### src/rtl/user_id_shift_ctrl.sv
// rtl/user_id_shift_ctrl.sv - round-robin shared reader that serialises the user project ID
//
// Purpose: two requesters share the constant user project ID. The controller
// grants one of them round-robin, snapshots the ID and divider, shifts the ID
// out MSB-first on sdo_o at a programmable bit rate, then pulses done_o.
//
// Ports:
//   wb_clk_i      system clock, rising edge
//   wb_rst_i      synchronous active-high reset
//   mask_rev_i    user project ID from the ID programming block
//   req_i         level requests, bit n = requester n
//   div_i         bit period minus one, in clocks
//   gnt_o         one-hot grant, held for the whole transaction
//   busy_o        transaction in progress
//   sdo_o         serial ID, MSB first
//   sdo_strobe_o  last cycle of each bit period
//   done_o        one-cycle completion pulse to the granted requester
//   id_latched_o  ID snapshot taken at grant
module user_id_shift_ctrl #(
   parameter int ID_WIDTH  = 32,
   parameter int DIV_WIDTH = 8
) (
   input  logic                 wb_clk_i,
   input  logic                 wb_rst_i,
   input  logic [ID_WIDTH-1:0]  mask_rev_i,
   input  logic [1:0]           req_i,
   input  logic [DIV_WIDTH-1:0] div_i,
   output logic [1:0]           gnt_o,
   output logic                 busy_o,
   output logic                 sdo_o,
   output logic                 sdo_strobe_o,
   output logic [1:0]           done_o,
   output logic [ID_WIDTH-1:0]  id_latched_o
);

   localparam int BCW = (ID_WIDTH > 1) ? $clog2(ID_WIDTH) : 1;
   localparam logic [BCW-1:0] LAST_BIT = BCW'(ID_WIDTH - 1);

   typedef enum logic [1:0] {
      IDLE  = 2'd0,
      SHIFT = 2'd1,
      DONE  = 2'd2
   } state_t;

   state_t               state_q, state_d;
   logic [1:0]           gnt_q, gnt_d;
   logic [ID_WIDTH-1:0]  shreg_q, shreg_d;
   logic [ID_WIDTH-1:0]  id_q, id_d;
   logic [DIV_WIDTH-1:0] period_q, period_d;
   logic [DIV_WIDTH-1:0] div_cnt_q, div_cnt_d;
   logic [BCW-1:0]       bit_cnt_q, bit_cnt_d;
   logic                 last_q, last_d;   // index of the last requester served
   logic                 bit_end;
   logic                 granted_req;
   logic                 win;

   assign bit_end     = (state_q == SHIFT) && (div_cnt_q == period_q);
   assign granted_req = |(req_i & gnt_q);

   // On a tie the requester that was not served last wins.
   always_comb begin
      win = 1'b0;
      case (req_i)
         2'b01:   win = 1'b0;
         2'b10:   win = 1'b1;
         default: win = ~last_q;
      endcase
   end

   always_comb begin
      state_d   = state_q;
      gnt_d     = gnt_q;
      shreg_d   = shreg_q;
      id_d      = id_q;
      period_d  = period_q;
      div_cnt_d = div_cnt_q;
      bit_cnt_d = bit_cnt_q;
      last_d    = last_q;
      case (state_q)
         IDLE: begin
            if (req_i != 2'b00) begin
               gnt_d     = win ? 2'b10 : 2'b01;
               shreg_d   = mask_rev_i;
               id_d      = mask_rev_i;
               period_d  = div_i;
               div_cnt_d = '0;
               bit_cnt_d = '0;
               state_d   = SHIFT;
            end
         end
         SHIFT: begin
            // Losing the request abandons the transfer without a done pulse.
            if (!granted_req) begin
               state_d = IDLE;
               gnt_d   = 2'b00;
               last_d  = gnt_q[1];
            end else if (bit_end) begin
               div_cnt_d = '0;
               if (bit_cnt_q == LAST_BIT) begin
                  state_d = DONE;
               end else begin
                  shreg_d   = shreg_q << 1;
                  bit_cnt_d = bit_cnt_q + BCW'(1);
               end
            end else begin
               div_cnt_d = div_cnt_q + DIV_WIDTH'(1);
            end
         end
         DONE: begin
            state_d = IDLE;
            gnt_d   = 2'b00;
            last_d  = gnt_q[1];
         end
         default: begin
            state_d = IDLE;
            gnt_d   = 2'b00;
         end
      endcase
   end

   always_ff @(posedge wb_clk_i) begin
      if (wb_rst_i) begin
         state_q   <= IDLE;
         gnt_q     <= 2'b00;
         shreg_q   <= '0;
         id_q      <= '0;
         period_q  <= '0;
         div_cnt_q <= '0;
         bit_cnt_q <= '0;
         last_q    <= 1'b1;
      end else begin
         state_q   <= state_d;
         gnt_q     <= gnt_d;
         shreg_q   <= shreg_d;
         id_q      <= id_d;
         period_q  <= period_d;
         div_cnt_q <= div_cnt_d;
         bit_cnt_q <= bit_cnt_d;
         last_q    <= last_d;
      end
   end

   assign gnt_o        = gnt_q;
   assign busy_o       = (state_q != IDLE);
   assign sdo_o        = (state_q == SHIFT) && shreg_q[ID_WIDTH-1];
   assign sdo_strobe_o = bit_end;
   assign done_o       = (state_q == DONE) ? gnt_q : 2'b00;
   assign id_latched_o = id_q;

endmodule

### config.mk
export PLATFORM = sky130hd
export DESIGN_NAME = user_id_shift_ctrl
export DESIGN_NICKNAME = d
export VERILOG_FILES = /design/src/rtl/user_id_shift_ctrl.sv
export SDC_FILE = /design/constraint.sdc
export NUM_CORES = 1
export LEC_CHECK = 0
export CORE_MARGIN = 2
export CORE_UTILIZATION = 30
export CTS_CLUSTER_DIAMETER = 30
export CTS_CLUSTER_SIZE = 28
export DETAILED_ROUTE_END_ITERATION = 10
export PLACE_DENSITY = 0.55
export REMOVE_ABC_BUFFERS = 1
export SYNTH_ARGS = -nofsm -noshare
export SYNTH_HDL_FRONTEND = slang
export SYNTH_SLANG_ARGS = --single-unit
export TNS_END_PERCENT = 30
### constraint.sdc
create_clock -name wb_clk_i -period 5.6 [get_ports wb_clk_i]
set_clock_uncertainty 0.1 [all_clocks]
set_input_delay 0.84 -clock wb_clk_i [delete_from_list [all_inputs] [get_ports wb_clk_i]]
set_output_delay 0.84 -clock wb_clk_i [all_outputs]
set_load 0.02 [all_outputs]
==> results of run 1 <==
## registers in the layout (all words and copies together) (netlist names)
name,count
period_q,8
last_q,1
gnt_o,2
shreg_q,32
div_cnt_q,8
id_latched_o,32
state_q,2
bit_cnt_q,5
## worst register-to-register path, cell delays in order (launching register included)
cell and delay (ns):
dfxtp_1 0.39, nand2b_1 0.63, nor2_1 0.40, o22a_4 0.77, a21oi_1 0.21, a311oi_2 0.29
## layout make-up
| class | instances | area [um^2] |
|---|---|---|
| fill | 1417 | 8373 |
| multi-input combinational | 326 | 2186 |
| sequential | 90 | 1802 |
| timing repair buffer | 85 | 840.8 |
| clock buffer | 11 | 232.7 |
| tap | 180 | 225.2 |
| clock inverter | 5 | 102.6 |
| inverter | 3 | 11.26 |
## power groups by stage
stage,registers [mW],logic [mW],clock network (mW)
floorplan,0.763,0.216,0
global placement,0.747,0.363,0
finish,0.734,0.366,0.685
detailed placement,0.748,0.370,0
CTS,0.734,0.371,0.709
global route,0.741,0.401,0.735
## logic make-up (layout without fill, tap and decap cells)
group	after synthesis	count (layout)
AOI/OAI and AO/OA	136	136
xor gates and xnor gates	8	8
adders and majority gates	5	5
buffers and inverters	44	104
DFF	90	90
muxes	31	31
and+or+nand+nor	146	146
## worst max-delay path by stage
stage	startpoint	to	slack, ns
final	div_cnt_q[6]$_SDFFE_PP0P_	sdo_strobe_o	2.26
after global routing	div_cnt_q[6]$_SDFFE_PP0P_	sdo_strobe_o	2.09
after CTS	div_cnt_q[6]$_SDFFE_PP0P_	sdo_strobe_o	2.23
after detailed placement	req_i[1]	bit_cnt_q[2]$_SDFFE_PP0P_	2.15
after global placement	req_i[0]	bit_cnt_q[2]$_SDFFE_PP0P_	2.30
after floorplan	req_i[0]	shreg_q[15]$_SDFFE_PP0P_	0.76
## routing by layer
layer	up-vias	routed length (um)
met2	70	4779
li1	1761	-
met1	1668	4547
met5	-	0
met3	9	415
met4	0	92
## layout by cell type, fill, tap and decap left out, types with 5 or more instances in the layout
cell type and count:
clkdlybuf4s50_1 81, clkbuf_16 9, a31oi_1 8, a311oi_2 29
or4_1 7, dfxtp_1 90, nor2_1 11, a21oi_2 10
xor2_1 8, ha_1 5, a21oi_1 74, mux2i_1 31
nand2_1 93, o21ai_0 6, nand3_1 9
## through the flow
stage | power (mW) | worst slack, ns | cell area (um^2)
after floorplan | 0.9790 | 0.7624 | 3974
after global placement | 1.110 | 2.296 | 5065
after detailed placement | 1.118 | 2.147 | 5065
after CTS | 1.815 | 2.234 | 5400
after global routing | 1.877 | 2.094 | 5400
final | 1.785 | 2.261 | 5400
==> impl_metrics.ini, run 1 <==
[setup_path]
worstPathBufferInverterCount = 1
cp.depth = 5
cp_top_family = simple AND/OR/NAND/NOR gates
start_kind = flop
critPathMaxStageDelay_ns = 0.63
r2r_cells = 5
rr_startpoint = state_q[1]$_SDFFE_PP0P_
path_class = reg2out
slowest_stage = clkdlybuf4s50_1
path_cells = xor2_1 -> nor4_2 -> nand2_1 -> nor2_1 -> clkdlybuf4s50_1
r2r_end = shreg_q[2]$_SDFFE_PP0P_
ff2ff_setup_slack_ns = 2.72
critPathArrivalTime_ns = 2.40
critPathCaptureType = primary output
worstPathMaxFanout = 6
worstPathRequired_ns = 4.66

[power_and_ir_drop]
clkPwrFrac_pct = 38.4
switchingPower_uw = 490.6
ir_drop_v = 0.0001522
p_leak_nw = 1.953
powerDensity_mw_per_mm2 = 330.5
intPower_mw = 1.294
p_comb_share_pct = 20.5
p_sw_share_pct = 27.48
p_seq_share_pct = 41.1

[clock_network]
cts_hold_repair.buffers = 0
cts.path.max_buffers = 2
clkSlewWorstSetupHoldPaths_ns = 0.06
cts_tree = done
post_cts_buffers = 0
root_buffer = clkbuf_16
cts_sinks = 90
cts_htree_levels = 3
clock_latency_ns = 0.34
cts_resized = 0
numCtsBuffers = 9

[global_routing]
use_met3_pct = 4.043
antenna_found_initial = 0
grt-busiest-layer = met2
use_met1_pct = 16.69
grt_use_total_pct = 13.37
grt_max_degree = 91
gr-total-overflow = 0
grt_pass1_vias = 3283
grt_use_met2_pct = 21.94
grt_pass1_wl_mm = 15.94

[synthesis]
ys_warn_count = 0
synth_edf_count = 0
synth_most_common_cell = nand2_1
synthCells = 460
ys_ff_latch = 90
synthFlopType = dfxtp_1
synth_xor_area_share_pct = 1.670
synth_mux_area_share_pct = 7.394
synth_area_leaders = dfxtp_1 (43%), a311oi_2 (10%), a21oi_1 (8.8%)
synth_top_family_by_area = compound AO/OA/AOI/OAI gates
synth-compound-area-share_pct = 24.90
synth_top_area_share_pct = 42.93
synthArstFlopShare_pct = 0
synth-seq-area-share_pct = 42.93
yosys.area_share.simple_pct = 16.04
synth_area_mm2 = 0.004197
synth_area_leader_cell = dfxtp_1
synth.distinct_cells = 40
synth_area_per_cell_um2 = 9.123
synth-adder-area-share_pct = 1.491
synthTopCellsByCount = nand2_1 (93), dfxtp_1 (90), a21oi_1 (74)

[route]
vias = 3508
drc = 0
post_drt_via_cell_ratio = 5.011
first_iter_violations = 197
wl_per_cell_um = 14.05
drt_pass1_iterations = 4
ant_nets = 0
wl_mm = 9.834

[sta]
tightest_slew_ns = 1.121
finalSetupViolCount = 0
tns_ns = 0
finalCritPeriodShare_pct = 59.63
whs_ns = 0.3569
hold_viol = 0
rsz0062_at_grt = false
max_slew_margin_pct = 25.29
slew_violations = 0
fin_crit_ns = 3.339
fmax_ghz = 0.2995

[status]
outcome = finished, final reports clean

[die]
pin_count = 83
die_area_mm2 = 0.01495
design.core.area_mm2 = 0.01377
fp.dieW_um = 122.3
num_rows = 43
start_util_pct = 30.47
die_y_um = 122.3

[final_layout]
diodes = 0
final_cells = 700
fin_nets = 564
area_growth_pct = 28.68
fin_util_pct = 39.21
drive_gt1_share_pct = 13.08

[hold_path]
holdPathEnd = id_latched_o[15]$_SDFFE_PP0P_
hold_depth = 2
min_from = id_latched_o[15]$_SDFFE_PP0P_
hold_class = reg2reg

[place]
port_buffers = 82
hpwl_mm = 6.067
gp_congestion = 0.7411
placedCellCount = 684

[flow_run]
maxCapViolations = 0
Note: power is estimated with default switching activity, not from simulation.
==> run 2: changes to the inputs <==
==> constraint.sdc (replaced) <==
create_clock -name wb_clk_i -period 3.1 [get_ports wb_clk_i]
set_clock_uncertainty 0.1 [all_clocks]
set_input_delay 0.465 -clock wb_clk_i [delete_from_list [all_inputs] [get_ports wb_clk_i]]
set_output_delay 0.465 -clock wb_clk_i [all_outputs]
set_load 0.02 [all_outputs]
==> run 2 against run 1 <==
  * Wire length is 0.29% lower
  * Utilization is 0.73 points higher
  * Critical path type unchanged
  * First-iteration DRC count is 2.5% higher
  * Design area is 1.9% higher
==> impl_metrics.ini, run 2 (synthesis results as in run 1) <==
[clock_network]
clkSlewWorstSetupHoldPaths_ns = 0.06
numCtsBuffers = 9
cts_resized = 0
clock_latency_ns = 0.34
root_buffer = clkbuf_16
post_cts_buffers = 0
cts_htree_levels = 3
cts_hold_repair.buffers = 0
cts_tree = done
cts.path.max_buffers = 2
cts_sinks = 90

[status]
outcome = finished, final reports clean

[global_routing]
grt_pass1_vias = 3201
grt_max_degree = 66
antenna_found_initial = 0
grt_use_total_pct = 13.13
gr-total-overflow = 0
grt_pass1_wl_mm = 15.64

[die]
design.core.area_mm2 = 0.01377
fp.dieW_um = 122.3
pin_count = 83
die_area_mm2 = 0.01495
num_rows = 43
start_util_pct = 30.47
die_y_um = 122.3

[hold_path]
hold_class = reg2reg

[sta]
fin_crit_ns = 2.760
finalCritPeriodShare_pct = 89.02
tightest_slew_ns = 0.8540
slew_violations = 0
tns_ns = 0
whs_ns = 0.3514
fmax_ghz = 0.3624
hold_viol = 0
finalSetupViolCount = 0
rsz0062_at_grt = false
max_slew_margin_pct = 43.06

[setup_path]
worstPathBufferInverterCount = 2
path_class = reg2out
worstPathMaxFanout = 6
critPathArrivalTime_ns = 2.19
worstPathRequired_ns = 2.53
critPathMaxStageDelay_ns = 0.64
slowest_stage = clkdlybuf4s50_1
start_kind = flop
path_cells = xor2_1 -> nor4_2 -> buf_4 -> nand2_1 -> nor2_1 -> clkdlybuf4s50_1
cp_top_family = buffers and inverters
critPathCaptureType = primary output

[route]
vias = 3462
wl_per_cell_um = 13.87
drc = 0
post_drt_via_cell_ratio = 4.897
drt_pass1_iterations = 4
wl_mm = 9.805
ant_nets = 0
first_iter_violations = 202

[final_layout]
final_cells = 707
diodes = 0
fin_util_pct = 39.93
drive_gt1_share_pct = 14.23
fin_nets = 571
area_growth_pct = 31.07
n_fill_cell = 1393
final_common_cell = nand2_1
final_cell_mix = nand2_1 (93), dfxtp_1 (90), clkdlybuf4s50_1 (81)

[place]
port_buffers = 82
placedCellCount = 691
hpwl_mm = 6.350
gp_congestion = 0.7569

[power_and_ir_drop]
powerDensity_mw_per_mm2 = 594.1
clkPwrFrac_pct = 38.3
ir_drop_v = 0.0002878
power.total_mw = 3.268
p_sw_share_pct = 27.03
switchingPower_uw = 883.3
intPower_mw = 2.385
p_seq_share_pct = 40.6
p_leak_nw = 2.009
p_comb_share_pct = 21.1

[flow_run]
maxCapViolations = 0
-- run 2: cell count changes in the layout (fill, tap and decap cells not counted), sizes merged --
cell,change
clkinvlp,-1
buf,+7
clkbuf,+1
-- run 2: per-layer routing --
layer / track usage, % / routed length [um] / up-vias
met4: 3.879 / 108 / 0
met3: 4.182 / 445 / 12
met1: 16.95 / 4641 / 1625
li1: - / - / 1763
met5: 0 / 0 / -
met2: 20.97 / 4609 / 62
-- run 2: area by class of cell --
class / count / area (um^2) / share of cell area [%]
inverter: 3 / 11.26 / 0.2047
tap: 180 / 225.2 / 4.095
timing repair buffer: 92 / 930.9 / 16.92
multi-input combinational: 326 / 2186 / 39.74
clock inverter: 4 / 98.84 / 1.797
sequential: 90 / 1802 / 32.76
clock buffer: 12 / 246.5 / 4.481
-- run 2: through the flow --
stage          cell area, um^2  setup WS, ns
2_1_floorplan             3974        -1.363
3_3_place_gp              5155        0.4965
3_5_place_dp              5155        0.4401
6_report                  5500        0.3404
5_1_grt                   5500        0.2298
4_1_cts                   5500        0.3373
-- run 2: final timing paths --
| check | startpoint | end | slack (ns) | depth (start not counted) |
|---|---|---|---|---|
| hold reg to reg | id_latched_o[28]$_SDFFE_PP0P_ | id_latched_o[28]$_SDFFE_PP0P_ | 0.35 | 2 |
| setup / recovery | div_cnt_q[3]$_SDFFE_PP0P_ | sdo_strobe_o | 0.34 | 6 |
| setup reg to reg | bit_cnt_q[0]$_SDFFE_PP0P_ | shreg_q[31]$_SDFFE_PP0P_ | 0.85 | 8 |
| hold / removal | id_latched_o[28]$_SDFFE_PP0P_ | id_latched_o[28]$_SDFFE_PP0P_ | 0.35 | 2 |
-- run 2: power groups by stage --
stage / Sequential (mW) / Clock (mW) / Combinational (mW)
CTS: 1.33 / 1.30 / 0.698
detailed placement: 1.35 / 0 / 0.695
global placement: 1.35 / 0 / 0.683
floorplan: 1.38 / 0 / 0.391
global route: 1.34 / 1.34 / 0.751
finish: 1.33 / 1.25 / 0.690
-- run 2: worst register-to-register path: cells and delay by family, from the launching register on --
family,cells,cell delay [ns]
compound gates,3,0.61
fa+ha+maj,2,0.43
buf+inv,1,0.31
flops,1,0.34
simple gates,2,0.37
